## src/rtl/spi_pkg.sv

```systemverilog
// Shared types and constants for the SPI host-interface receive path.
// Imported by the byte receiver and any downstream command/pixel logic.
package spi_pkg;

   typedef enum logic {SPI_IDLE, SPI_SHIFT} spi_state_t;

   localparam int   BYTE_W  = 8;
   localparam logic DC_CMD  = 1'b0;
   localparam logic DC_DATA = 1'b1;

endpackage

```

## src/rtl/spi_byte_rx.sv

```systemverilog
// SPI slave byte receiver: assembles MOSI bits into bytes tagged with DC level,
// driven by pre-synchronized SCLK edge enables and chip-select level.
module spi_byte_rx
   import spi_pkg::*;
#(
   parameter bit CPHA      = 1'b0,
   parameter bit MSB_FIRST = 1'b1,
   parameter int IDX_W     = 10
) (
   input  logic              clk_in,
   input  logic              rst_n_in,
   input  logic              spi_sclk_rising_in,
   input  logic              spi_sclk_falling_in,
   input  logic              spi_cs_n_in,
   input  logic              spi_mosi_in,
   input  logic              spi_dc_in,
   output logic              byte_rdy_out,
   output logic [BYTE_W-1:0] byte_data_out,
   output logic              byte_is_data_out,
   output logic [IDX_W-1:0]  byte_idx_out,
   output logic              frame_start_out,
   output logic              frame_abort_out
);

   localparam logic [IDX_W-1:0] IDX_MAX = '1;

   spi_state_t        state_q, state_d;
   logic [2:0]        bit_cnt_q, bit_cnt_d;
   logic [BYTE_W-1:0] shift_q, shift_d;
   logic [IDX_W-1:0]  byte_cnt_q, byte_cnt_d;
   logic              byte_rdy_q, byte_rdy_d;
   logic [BYTE_W-1:0] byte_data_q, byte_data_d;
   logic              byte_is_data_q, byte_is_data_d;
   logic [IDX_W-1:0]  byte_idx_q, byte_idx_d;
   logic              frame_start_q, frame_start_d;
   logic              frame_abort_q, frame_abort_d;

   logic              sample_en;
   logic [BYTE_W-1:0] shifted;

   // A sampling edge that coincides with CS rising is gated off here.
   assign sample_en = (CPHA ? spi_sclk_falling_in : spi_sclk_rising_in) & ~spi_cs_n_in;
   assign shifted   = MSB_FIRST ? {shift_q[BYTE_W-2:0], spi_mosi_in}
                                : {spi_mosi_in, shift_q[BYTE_W-1:1]};

   always_comb begin
      state_d        = state_q;
      bit_cnt_d      = bit_cnt_q;
      shift_d        = shift_q;
      byte_cnt_d     = byte_cnt_q;
      byte_rdy_d     = 1'b0;
      byte_data_d    = byte_data_q;
      byte_is_data_d = byte_is_data_q;
      byte_idx_d     = byte_idx_q;
      frame_start_d  = 1'b0;
      frame_abort_d  = 1'b0;

      case (state_q)
         SPI_IDLE: begin
            if (!spi_cs_n_in) begin
               state_d       = SPI_SHIFT;
               frame_start_d = 1'b1;
               byte_cnt_d    = '0;
               // An edge arriving together with the CS fall is the frame's first bit.
               if (sample_en) begin
                  shift_d   = shifted;
                  bit_cnt_d = 3'd1;
               end else begin
                  bit_cnt_d = 3'd0;
               end
            end
         end
         SPI_SHIFT: begin
            if (spi_cs_n_in) begin
               state_d       = SPI_IDLE;
               frame_abort_d = (bit_cnt_q != 3'd0);
               bit_cnt_d     = 3'd0;
               shift_d       = '0;
            end else if (sample_en) begin
               shift_d   = shifted;
               bit_cnt_d = bit_cnt_q + 3'd1;
               if (bit_cnt_q == 3'd7) begin
                  byte_rdy_d     = 1'b1;
                  byte_data_d    = shifted;
                  byte_is_data_d = (spi_dc_in == DC_DATA);
                  byte_idx_d     = byte_cnt_q;
                  if (byte_cnt_q != IDX_MAX) begin
                     byte_cnt_d = byte_cnt_q + 1'b1;
                  end
               end
            end
         end
         default: state_d = SPI_IDLE;
      endcase
   end

   always_ff @(posedge clk_in or negedge rst_n_in) begin
      if (!rst_n_in) begin
         state_q        <= SPI_IDLE;
         bit_cnt_q      <= 3'd0;
         shift_q        <= '0;
         byte_cnt_q     <= '0;
         byte_rdy_q     <= 1'b0;
         byte_data_q    <= '0;
         byte_is_data_q <= DC_CMD;
         byte_idx_q     <= '0;
         frame_start_q  <= 1'b0;
         frame_abort_q  <= 1'b0;
      end else begin
         state_q        <= state_d;
         bit_cnt_q      <= bit_cnt_d;
         shift_q        <= shift_d;
         byte_cnt_q     <= byte_cnt_d;
         byte_rdy_q     <= byte_rdy_d;
         byte_data_q    <= byte_data_d;
         byte_is_data_q <= byte_is_data_d;
         byte_idx_q     <= byte_idx_d;
         frame_start_q  <= frame_start_d;
         frame_abort_q  <= frame_abort_d;
      end
   end

   assign byte_rdy_out     = byte_rdy_q;
   assign byte_data_out    = byte_data_q;
   assign byte_is_data_out = byte_is_data_q;
   assign byte_idx_out     = byte_idx_q;
   assign frame_start_out  = frame_start_q;
   assign frame_abort_out  = frame_abort_q;

endmodule

```

## config.mk

```make
export PLATFORM = sky130hd
export DESIGN_NAME = spi_byte_rx
export DESIGN_NICKNAME = d
export VERILOG_FILES = /design/src/rtl/spi_pkg.sv /design/src/rtl/spi_byte_rx.sv
export SDC_FILE = /design/constraint.sdc
export NUM_CORES = 1
export LEC_CHECK = 0
export ABC_AREA = 1
export BUFFER_PORTS_ARGS = -buffer_cell sky130_fd_sc_hd__buf_2
export CORE_MARGIN = 1
export CORE_UTILIZATION = 43
export DETAILED_ROUTE_END_ITERATION = 16
export PLACE_DENSITY_LB_ADDON = 0.05
export SLEW_MARGIN = 20
export SYNTH_ARGS = -nofsm -noshare
export SYNTH_HDL_FRONTEND = slang
export SYNTH_SLANG_ARGS = --single-unit
```

## constraint.sdc

```tcl
create_clock -name clk_in -period 2.3 [get_ports clk_in]
set_input_delay 0.115 -clock clk_in [delete_from_list [all_inputs] [get_ports clk_in]]
set_output_delay 0.115 -clock clk_in [all_outputs]
set_load 0.02 [all_outputs]
```

==> results.sh, run 1 <==
export IMPL_internal_power_mw=1.17
export IMPL_synth_nets=222
export IMPL_synth_main_ff_cell="dfrtp_1"
export IMPL_switchingPower_mw=0.350
export IMPL_wire_per_inst_um=12.1
export IMPL_via_per_inst=4.86
export IMPL_die_w_um=68.7
export IMPL_dpl_hpwl_um=2480
export IMPL_seqPwrFrac_pct=53.0
export IMPL_drc=0
export IMPL_yosys_area_top_type="dfrtp_1"
export IMPL_p_leak_nw=1.19
export IMPL_ys_seq_area_share_pct=56.3
export IMPL_hold_class="in2reg"
export IMPL_antenna_found_initial=0
export IMPL_rsz0062_at_grt="no"
export IMPL_cp_cell_sequence="dlygate4sd3_1 > buf_2 > inv_2 > nand2_2 > inv_2 > nand3_2 > nand2_2 > nand2_4 > inv_2 > nand3_1 > nand2_1"
export IMPL_io_pins=29
export IMPL_powerDensity_nw_per_um2=686
export IMPL_cap_violations=0
export IMPL_hold_viol=0
export IMPL_synth_area_leaders="dfrtp_1 56%, nand2_1 12%, inv_1 3.7%"
export IMPL_max_freq_ghz=0.553
export IMPL_initial_utilization_pct=46.1
export IMPL_synth_commonest_cells="63 x nand2_1, 43 x dfrtp_1, 19 x inv_1"
export IMPL_combPwrFrac_pct=7.2
export IMPL_outcome="complete, no violations"
export IMPL_cts_resized=0
export IMPL_slowest_delay_ps=530
export IMPL_cp_end_kind="flop"
export IMPL_yosysUniqueCellTypes=23
export IMPL_clkPwrFrac_pct=39.8
export IMPL_die_y_um=68.7
export IMPL_period_share_pct=78.7
export IMPL_n_antenna_cell=0
export IMPL_critPathTopFamily="buffers and inverters"
export IMPL_swShare_pct=23.0
export IMPL_yosys_area_top_type_share_pct=56.3
export IMPL_synth_most_common_cell="nand2_1"
export IMPL_crit_required_ps=2540
export IMPL_slowest_stage="dlygate4sd3_1"
export IMPL_num_nets_final=254
export IMPL_drt_total_wl_um=3570
export IMPL_cts_tree="built"
export IMPL_hold_ws_ps=14.5
export IMPL_yosysWarnings=0
export IMPL_cpMostUsedCell="inv_2"
export IMPL_post_cts_buffers=0
export IMPL_grt_use_total_pct=17.9
export IMPL_placementRows=23
export IMPL_crit_arrival_ps=2050
export IMPL_area_growth_pct=15.8
export IMPL_critPathLaunchType="primary input"
export IMPL_synth_seq_cells=43
export IMPL_multiInputGateArea_um2=691
export IMPL_grt_max_degree=44
export IMPL_setup_viol=0
export IMPL_regArea_um2=1080
export IMPL_irDropWorstVdd_uv=287
export IMPL_grt_remaining_overflow=0
export IMPL_setup_tns_ps=0
export IMPL_tightest_slew_ps=929
export IMPL_grt_pass1_wl_um=5950
export IMPL_syn_avg_cell_area_um2=9.06
export IMPL_synth_edf_count=0
export IMPL_io_buffers=27
export IMPL_grt_pass1_vias=1317
export IMPL_dr_pass1_iters=4
export IMPL_cts_root_buf="clkbuf_8"
export IMPL_max_slew_margin_pct=38.1
export IMPL_synth_async_sr_flop_share_pct=100
export IMPL_synthCells=211
export IMPL_htree_levels=2
export IMPL_path_class="in2reg"
export IMPL_numCtsBuffers=5
export IMPL_drive_above_1_share_pct=22.1
export IMPL_clock_sinks=43
export IMPL_syn_cell_area_um2=1910
export IMPL_period_needed_ps=1810
export IMPL_critPathBufInv=5
export IMPL_gp_congestion=0.814
export IMPL_die_area_um2=4720
export IMPL_ant_nets=0
export IMPL_drtIter0Drc=52
export IMPL_fillCellCount=387
export IMPL_fin_skew_ps=2.39
export IMPL_finalMaxSlewViolations=0
export IMPL_clk_insertion_delay_late_ps=290
export IMPL_vias=1430
export IMPL_clock_path_buffers=2
export IMPL_coreArea_um2=4140
export IMPL_cts_hold_buffers_added=2
export IMPL_clkSlewWorstSetupHoldPaths_ps=80
export IMPL_critPathMaxFanout=23
[worst min-delay path, cell delays in order]
cell and delay (ps):
buf_2 70, nand2_1 40, nand2_1 50
[layout by cell type, fill, tap and decap left out, drive strengths merged, types with 3 or more instances in the layout]
master	instances
dfrtp	43
nand2	68
ha	4
xor2	5
nor2	13
nand3	13
inv	26
o21ai	23
o22ai	4
clkbuf	6
a211oi	3
buf	29
[cell families (layout without fill, tap and decap cells)]
logic type | Yosys count | after routing | share of synthesized area, %
flip-flops | 43 | 43 | 56.3
XOR/XNOR | 5 | 5 | 2.29
AND/OR/NAND/NOR | 96 | 96 | 22.3
buffers and inverters | 32 | 65 | 7.59
adder cells (fa/ha/maj) | 4 | 4 | 2.62
AO/OA/AOI/OAI | 31 | 31 | 8.97
[metrics by stage]
step                setup WS (ps)  cells  area (um^2)  power, mW  utilization, %
floorplan                     951    211         1910      0.887               -
CTS                           489    294         2210       1.54            53.4
finish                        490    294         2210       1.52            53.4
detailed placement            595    284         2080      0.928            50.1
global route                  296    294         2210       1.59            53.4
global placement              633    284         2080      0.924            50.1
[flip-flops by register name, indices dropped and copies added (netlist names)]
signal	flops
bit_cnt_q	3
frame_abort_out	1
frame_start_out	1
byte_rdy_out	1
state_q	1
byte_idx_out	10
byte_data_out	8
byte_cnt_q	10
shift_q	7
byte_is_data_out	1
[power by group through the flow]
| stage | sequential (mW) | combinational [mW] | clock, mW |
|---|---|---|---|
| 2_1_floorplan | 0.819 | 0.0679 | 0 |
| 3_3_place_gp | 0.819 | 0.105 | 0 |
| 3_5_place_dp | 0.820 | 0.108 | 0 |
| 4_1_cts | 0.805 | 0.112 | 0.621 |
| 5_1_grt | 0.810 | 0.127 | 0.654 |
| 6_report | 0.805 | 0.109 | 0.605 |
[final timing paths]
kind | start | endpoint | slack [ps] | cells past startpoint
max | spi_cs_n_in | byte_cnt_q[6]$_DFFE_PN0P_ | 490 | 11
min | spi_dc_in | byte_is_data_out$_DFFE_PN0P_ | 10 | 3
max reg2reg | bit_cnt_q[0]$_DFFE_PN0P_ | byte_cnt_q[6]$_DFFE_PN0P_ | 580 | 8
min reg2reg | byte_data_out[0]$_DFFE_PN0P_ | byte_data_out[0]$_DFFE_PN0P_ | 480 | 2
max in group asynchronous | rst_n_in | frame_abort_out$_DFF_PN0_ | 1230 | 2
min in group asynchronous | rst_n_in | byte_data_out[0]$_DFFE_PN0P_ | 490 | 2
[area by class of cell]
| class | count | area share [%] |
|---|---|---|
| clock buffers | 6 | 3.73 |
| flip-flops and latches | 43 | 48.6 |
| inverters | 26 | 4.41 |
| well taps | 50 | 2.82 |
| multi-input cells | 136 | 31.2 |
| clock inverters | 2 | 1.58 |
| repair buffers | 31 | 7.68 |
[per-layer routing]
layer / GRT usage, % / vias up / routed length (um)
li1: - / 734 / -
met1: 23.9 / 666 / 1830
met2: 26.8 / 25 / 1560
met3: 4.93 / 5 / 128
met4: 8.07 / 0 / 55
met5: 0 / - / 0
No activity file was read; power rests on OpenSTA's default activity.
==> run 2, diff against run 1 <==
==> constraint.sdc (replaced) <==
create_clock -name clk_in -period 1.51 [get_ports clk_in]
set_input_delay 0.0755 -clock clk_in [delete_from_list [all_inputs] [get_ports clk_in]]
set_output_delay 0.0755 -clock clk_in [all_outputs]
set_load 0.02 [all_outputs]
==> results.sh, run 2 (same netlist as run 1, synthesis figures left out) <==
export IMPL_clkSlewWorstSetupHoldPaths_ps=80
export IMPL_finalMaxSlewViolations=0
export IMPL_vias=1437
export IMPL_critPathMaxFanout=17
export IMPL_drt_total_wl_um=3670
export IMPL_placed_cell_area_um2=2130
export IMPL_htree_levels=2
export IMPL_crit_arrival_ps=1610
export IMPL_drc=0
export IMPL_fin_skew_ps=5.05
export IMPL_critPathLaunchType="flop"
export IMPL_max_freq_ghz=0.699
export IMPL_cts_tree="built"
export IMPL_min_to="byte_data_out[0]$_DFFE_PN0P_"
export IMPL_outcome="complete, no violations"
export IMPL_regArea_um2=1080
export IMPL_cap_violations=0
export IMPL_p_leak_nw=1.23
export IMPL_tightest_slew_ps=533
export IMPL_critPathBufInv=1
export IMPL_irDropWorstVdd_uv=548
export IMPL_die_w_um=68.7
export IMPL_hold_class="in2reg"
export IMPL_dr_pass1_iters=4
export IMPL_multiInputGateArea_um2=717
export IMPL_wire_per_inst_um=12.2
export IMPL_initial_utilization_pct=46.1
export IMPL_numCtsBuffers=5
export IMPL_rsz0062_at_grt="no"
export IMPL_dpl_cell_count=289
export IMPL_coreArea_um2=4140
export IMPL_regToRegStartpoint="bit_cnt_q[0]$_DFFE_PN0P_"
export IMPL_max_slew_margin_pct=64.4
export IMPL_grt_use_total_pct=17.8
export IMPL_cp_end_kind="flop"
export IMPL_area_growth_pct=20.0
export IMPL_die_y_um=68.7
export IMPL_ant_nets=0
export IMPL_cts_root_buf="clkbuf_8"
export IMPL_r2r_cells=8
export IMPL_num_nets_final=261
export IMPL_setup_tns_ps=0
export IMPL_reg2reg_to="byte_cnt_q[6]$_DFFE_PN0P_"
export IMPL_die_area_um2=4720
export IMPL_period_share_pct=94.8
export IMPL_groute_layer_met1_usage_pct=22.2
export IMPL_grt_pass1_wl_um=5970
export IMPL_hold_depth=3
export IMPL_slowest_stage="dfrtp_1"
export IMPL_grt_max_degree=44
export IMPL_drive_above_1_share_pct=23.2
export IMPL_n_antenna_cell=0
export IMPL_dpl_hpwl_um=2630
export IMPL_clk_insertion_delay_late_ps=290
export IMPL_via_per_inst=4.79
export IMPL_cp_cell_sequence="ha_1 > ha_1 > nand3_4 > nand2_4 > nand2_8 > inv_2 > nand3_1 > nand2_1"
export IMPL_setup_viol=0
export IMPL_gp_congestion=0.790
export IMPL_period_needed_ps=1430
export IMPL_crit_required_ps=1690
export IMPL_globalRouteMet2Util_pct=28.7
export IMPL_grtUsageMet3_pct=5.10
export IMPL_grt_remaining_overflow=0
export IMPL_min_delay_start="spi_mosi_in"
export IMPL_fin_area_um2=2290
export IMPL_layout_common_cells="63 x nand2_1, 43 x dfrtp_1, 27 x buf_2, 19 x inv_1, 12 x nand3_1"
export IMPL_reg2reg_slack_ps=80
export IMPL_placementRows=23
export IMPL_powerDensity_nw_per_um2=988
export IMPL_final_common_cell="nand2_1"
export IMPL_hold_viol=0
export IMPL_antenna_found_initial=0
export IMPL_hold_ws_ps=67.7
export IMPL_io_pins=29
export IMPL_clock_sinks=43
export IMPL_clock_path_buffers=2
export IMPL_final_cells=300
export IMPL_drtIter0Drc=83
export IMPL_power_total_mw=2.27
export IMPL_cpMostUsedCell="ha_1"
export IMPL_critPathTopFamily="simple AND/OR/NAND/NOR gates"
export IMPL_top_usage_layer="met2"
export IMPL_grt_pass1_vias=1338
export IMPL_fillCellCount=395
export IMPL_slowest_delay_ps=390
export IMPL_io_buffers=27
export IMPL_path_class="reg2reg"
run 2: cell types whose count changed in the layout (fill, tap and decap cells not counted):
cell	previous run	this run
dlygate4sd3_1	2	3
buf_4	2	7
clkbuf_8	6	5
nand2_2	4	2
nand3_2	1	0
buf_12	0	1
clkinv_2	1	0
nand2_4	1	2
nand2_8	0	1
nand3_4	0	1
clkbuf_1	0	1
run 2: worst max path at each step:
stage                              from                        end  slack (ps)  cells past startpoint
3_5_place_dp   bit_cnt_q[0]$_DFFE_PN0P_  byte_cnt_q[6]$_DFFE_PN0P_          50                      8
2_1_floorplan  bit_cnt_q[0]$_DFFE_PN0P_  byte_cnt_q[8]$_DFFE_PN0P_         160                      7
3_3_place_gp   bit_cnt_q[0]$_DFFE_PN0P_  byte_cnt_q[5]$_DFFE_PN0P_         100                      8
6_report       bit_cnt_q[0]$_DFFE_PN0P_  byte_cnt_q[6]$_DFFE_PN0P_          80                      8
4_1_cts        bit_cnt_q[0]$_DFFE_PN0P_  byte_cnt_q[6]$_DFFE_PN0P_          20                      8
5_1_grt        bit_cnt_q[0]$_DFFE_PN0P_  byte_cnt_q[6]$_DFFE_PN0P_           9                      8
run 2: layer usage:
| layer | up-vias | routed length [um] |
|---|---|---|
| li1 | 746 | - |
| met1 | 659 | 1780 |
| met2 | 27 | 1680 |
| met3 | 5 | 153 |
| met4 | 0 | 60 |
| met5 | - | 0 |
run 2: what timing repair did:
action	CTS	global route
setup buffers	0	1
resized for setup	0	4
hold buffers	3	0
hold endpoints to repair	46	0
endpoints found under the setup margin	0	9
run 2: layout make-up:
class,count,area share [%]
tap,50,2.73
timing repair buffer,38,10.4
multi-input combinational,136,31.3
clock buffer,6,3.16
sequential,43,46.9
clock inverter,1,1.31
inverter,26,4.26
run 2: worst reg2reg max path: cells and delay by family (launching register included):
| family | cells | cell delay (ps) |
|---|---|---|
| adder cells (fa/ha/maj) | 2 | 420 |
| AND/OR/NAND/NOR | 5 | 430 |
| flip-flops | 1 | 390 |
| buffers and inverters | 1 | 70 |
run 2: where the power goes:
group	switching (mW)	total, mW	leakage (nW)	internal (mW)
registers	0.0255	1.22	0.587	1.19
clock network	0.358	0.843	0.0513	0.484
logic	0.129	0.204	0.590	0.0751
run 2: stage by stage:
step / setup WS (ps) / utilization [%]
floorplan: 161 / -
global placement: 99.1 / 51.3
finish: 79.3 / 55.3
global route: 9.01 / 55.3
detailed placement: 46.7 / 51.3
CTS: 20.2 / 54.5
==> run 3, diff against run 2 <==
==> constraint.sdc (replaced) <==
create_clock -name clk_in -period 1.35 [get_ports clk_in]
set_input_delay 0.0675 -clock clk_in [delete_from_list [all_inputs] [get_ports clk_in]]
set_output_delay 0.0675 -clock clk_in [all_outputs]
set_load 0.02 [all_outputs]
==> results.sh, run 3 (same netlist as run 1, synthesis figures left out) <==
export IMPL_outcome="finished, violations left"
export IMPL_violations="negative setup slack"
export IMPL_top_layer="met4"
export IMPL_io_pins=29
export IMPL_layout_common_cells="50 x nand2_1, 43 x dfrtp_1, 28 x buf_2, 19 x inv_1"
export IMPL_numCtsBuffers=5
export IMPL_fin_skew_ps=4.71
export IMPL_dpl_hpwl_um=2800
export IMPL_utilization_pct=61.7
export IMPL_cp_end_kind="flop"
export IMPL_vias=1534
export IMPL_initial_utilization_pct=46.1
export IMPL_n_antenna_cell=0
export IMPL_wl_met3_um=177
export IMPL_ant_nets=0
export IMPL_grt_use_total_pct=20.5
export IMPL_die_w_um=68.7
export IMPL_critPathBufInv=1
export IMPL_grt_pass1_vias=1472
export IMPL_cts_root_buf="clkbuf_8"
export IMPL_critPathTopFamily="simple AND/OR/NAND/NOR gates"
export IMPL_cts_tree="built"
export IMPL_powerDensity_nw_per_um2=945
export IMPL_placementRows=23
export IMPL_dr_wl_met2_um=2090
export IMPL_max_slew_margin_pct=72.0
export IMPL_gp_congestion=0.807
export IMPL_hold_viol=0
export IMPL_die_y_um=68.7
export IMPL_pre_cts_ws_ps=-94.3
export IMPL_drtIter0Drc=84
export IMPL_via_per_inst=4.90
export IMPL_finalMaxSlewViolations=0
export IMPL_wl_met1_um=1900
export IMPL_grt_max_degree=28
export IMPL_io_buffers=27
export IMPL_clk_insertion_delay_late_ps=290
export IMPL_slowest_stage="dfrtp_1"
export IMPL_grt_remaining_overflow=0
export IMPL_num_nets_final=273
export IMPL_max_freq_ghz=0.738
export IMPL_p_leak_nw=1.30
export IMPL_htree_levels=2
export IMPL_drc=0
export IMPL_antenna_found_initial=0
export IMPL_hold_class="in2reg"
export IMPL_fin_ws_ps=-4.73
export IMPL_final_common_cell="nand2_1"
export IMPL_tightest_slew_ps=420
export IMPL_period_needed_ps=1350
export IMPL_period_share_pct=100
export IMPL_clkSlewWorstSetupHoldPaths_ps=80
export IMPL_irDropWorstVdd_uv=415
export IMPL_drt_total_wl_um=4200
export IMPL_drive_above_1_share_pct=36.9
export IMPL_slowest_delay_ps=370
export IMPL_grt_pass1_wl_um=6840
export IMPL_setup_viol=1
export IMPL_crit_required_ps=1530
export IMPL_path_class="reg2reg"
export IMPL_critPathLaunchType="flop"
export IMPL_dr_pass1_iters=4
export IMPL_die_area_um2=4720
export IMPL_clock_sinks=43
export IMPL_rsz0062_at_grt="yes"
export IMPL_crit_arrival_ps=1540
export IMPL_clock_path_buffers=2
export IMPL_area_growth_pct=33.6
export IMPL_cap_violations=0
export IMPL_wire_per_inst_um=13.4
export IMPL_coreArea_um2=4140
export IMPL_cp_cell_sequence="ha_2 > nand2_2 > nor2_4 > nand4_4 > nand2_8 > inv_6 > nand3_2 > nand2_1"
export IMPL_critPathMaxFanout=5
export IMPL_setup_tns_ps=-4.73
run 3: metal layers:
metal,GRT usage (%),vias to the layer above
met5,0,-
met3,5.43,4
met1,25.4,721
met2,34.6,34
met4,6.25,0
li1,-,775
run 3: power by group:
| part | internal (mW) | total (mW) | switching, mW |
|---|---|---|---|
| registers | 1.33 | 1.37 | 0.0331 |
| logic | 0.0979 | 0.259 | 0.161 |
| clock network | 0.362 | 0.788 | 0.426 |
| total | 1.79 | 2.41 | 0.620 |
run 3: final timing paths:
check,start,slack (ps),cells after the start,endpoint
max in group asynchronous,rst_n_in,630,3,shift_q[3]$_DFFE_PN0P_
setup / recovery,byte_cnt_q[0]$_DFFE_PN0P_,-5,8,byte_cnt_q[5]$_DFFE_PN0P_
setup reg to reg,byte_cnt_q[0]$_DFFE_PN0P_,-5,8,byte_cnt_q[5]$_DFFE_PN0P_
hold / removal,spi_mosi_in,50,3,byte_data_out[0]$_DFFE_PN0P_
min in group asynchronous,rst_n_in,240,2,byte_data_out[0]$_DFFE_PN0P_
hold reg to reg,byte_is_data_out$_DFFE_PN0P_,480,2,byte_is_data_out$_DFFE_PN0P_
run 3: tightest hold or removal path, cell delays in order:
cell	delay [ps]
buf_2	100
inv_1	60
o21ai_0	80
run 3: final cells by class:
| cell class | instances | area (um^2) |
|---|---|---|
| Fill cell | 353 | 1590 |
| Sequential cell | 43 | 1080 |
| Multi-Input combinational cell | 138 | 876 |
| Timing Repair Buffer | 48 | 350 |
| Inverter | 26 | 105 |
| Clock buffer | 6 | 72.6 |
| Tap cell | 50 | 62.6 |
| Clock inverter | 2 | 12.5 |
run 3: what timing repair did:
item,4_1_cts,5_1_grt
pin swaps,9,13
endpoints found under the setup margin,23,23
hold buffers,3,0
endpoints found under the hold margin,19,0
setup buffers,3,0
gates cloned,3,0
resized for setup,18,31
run 3: per-stage QoR:
| stage | hold WS, ps | cell area, um^2 | total power [mW] | instances |
|---|---|---|---|---|
| finish | 46.2 | 2550 | 2.41 | 313 |
| global route | 51.8 | 2550 | 2.55 | 313 |
| CTS | 36.1 | 2450 | 2.44 | 313 |
| detailed placement | 24.5 | 2200 | 1.62 | 296 |
| global placement | 18.5 | 2200 | 1.60 | 296 |
| floorplan | -228 | 1910 | 1.51 | 211 |
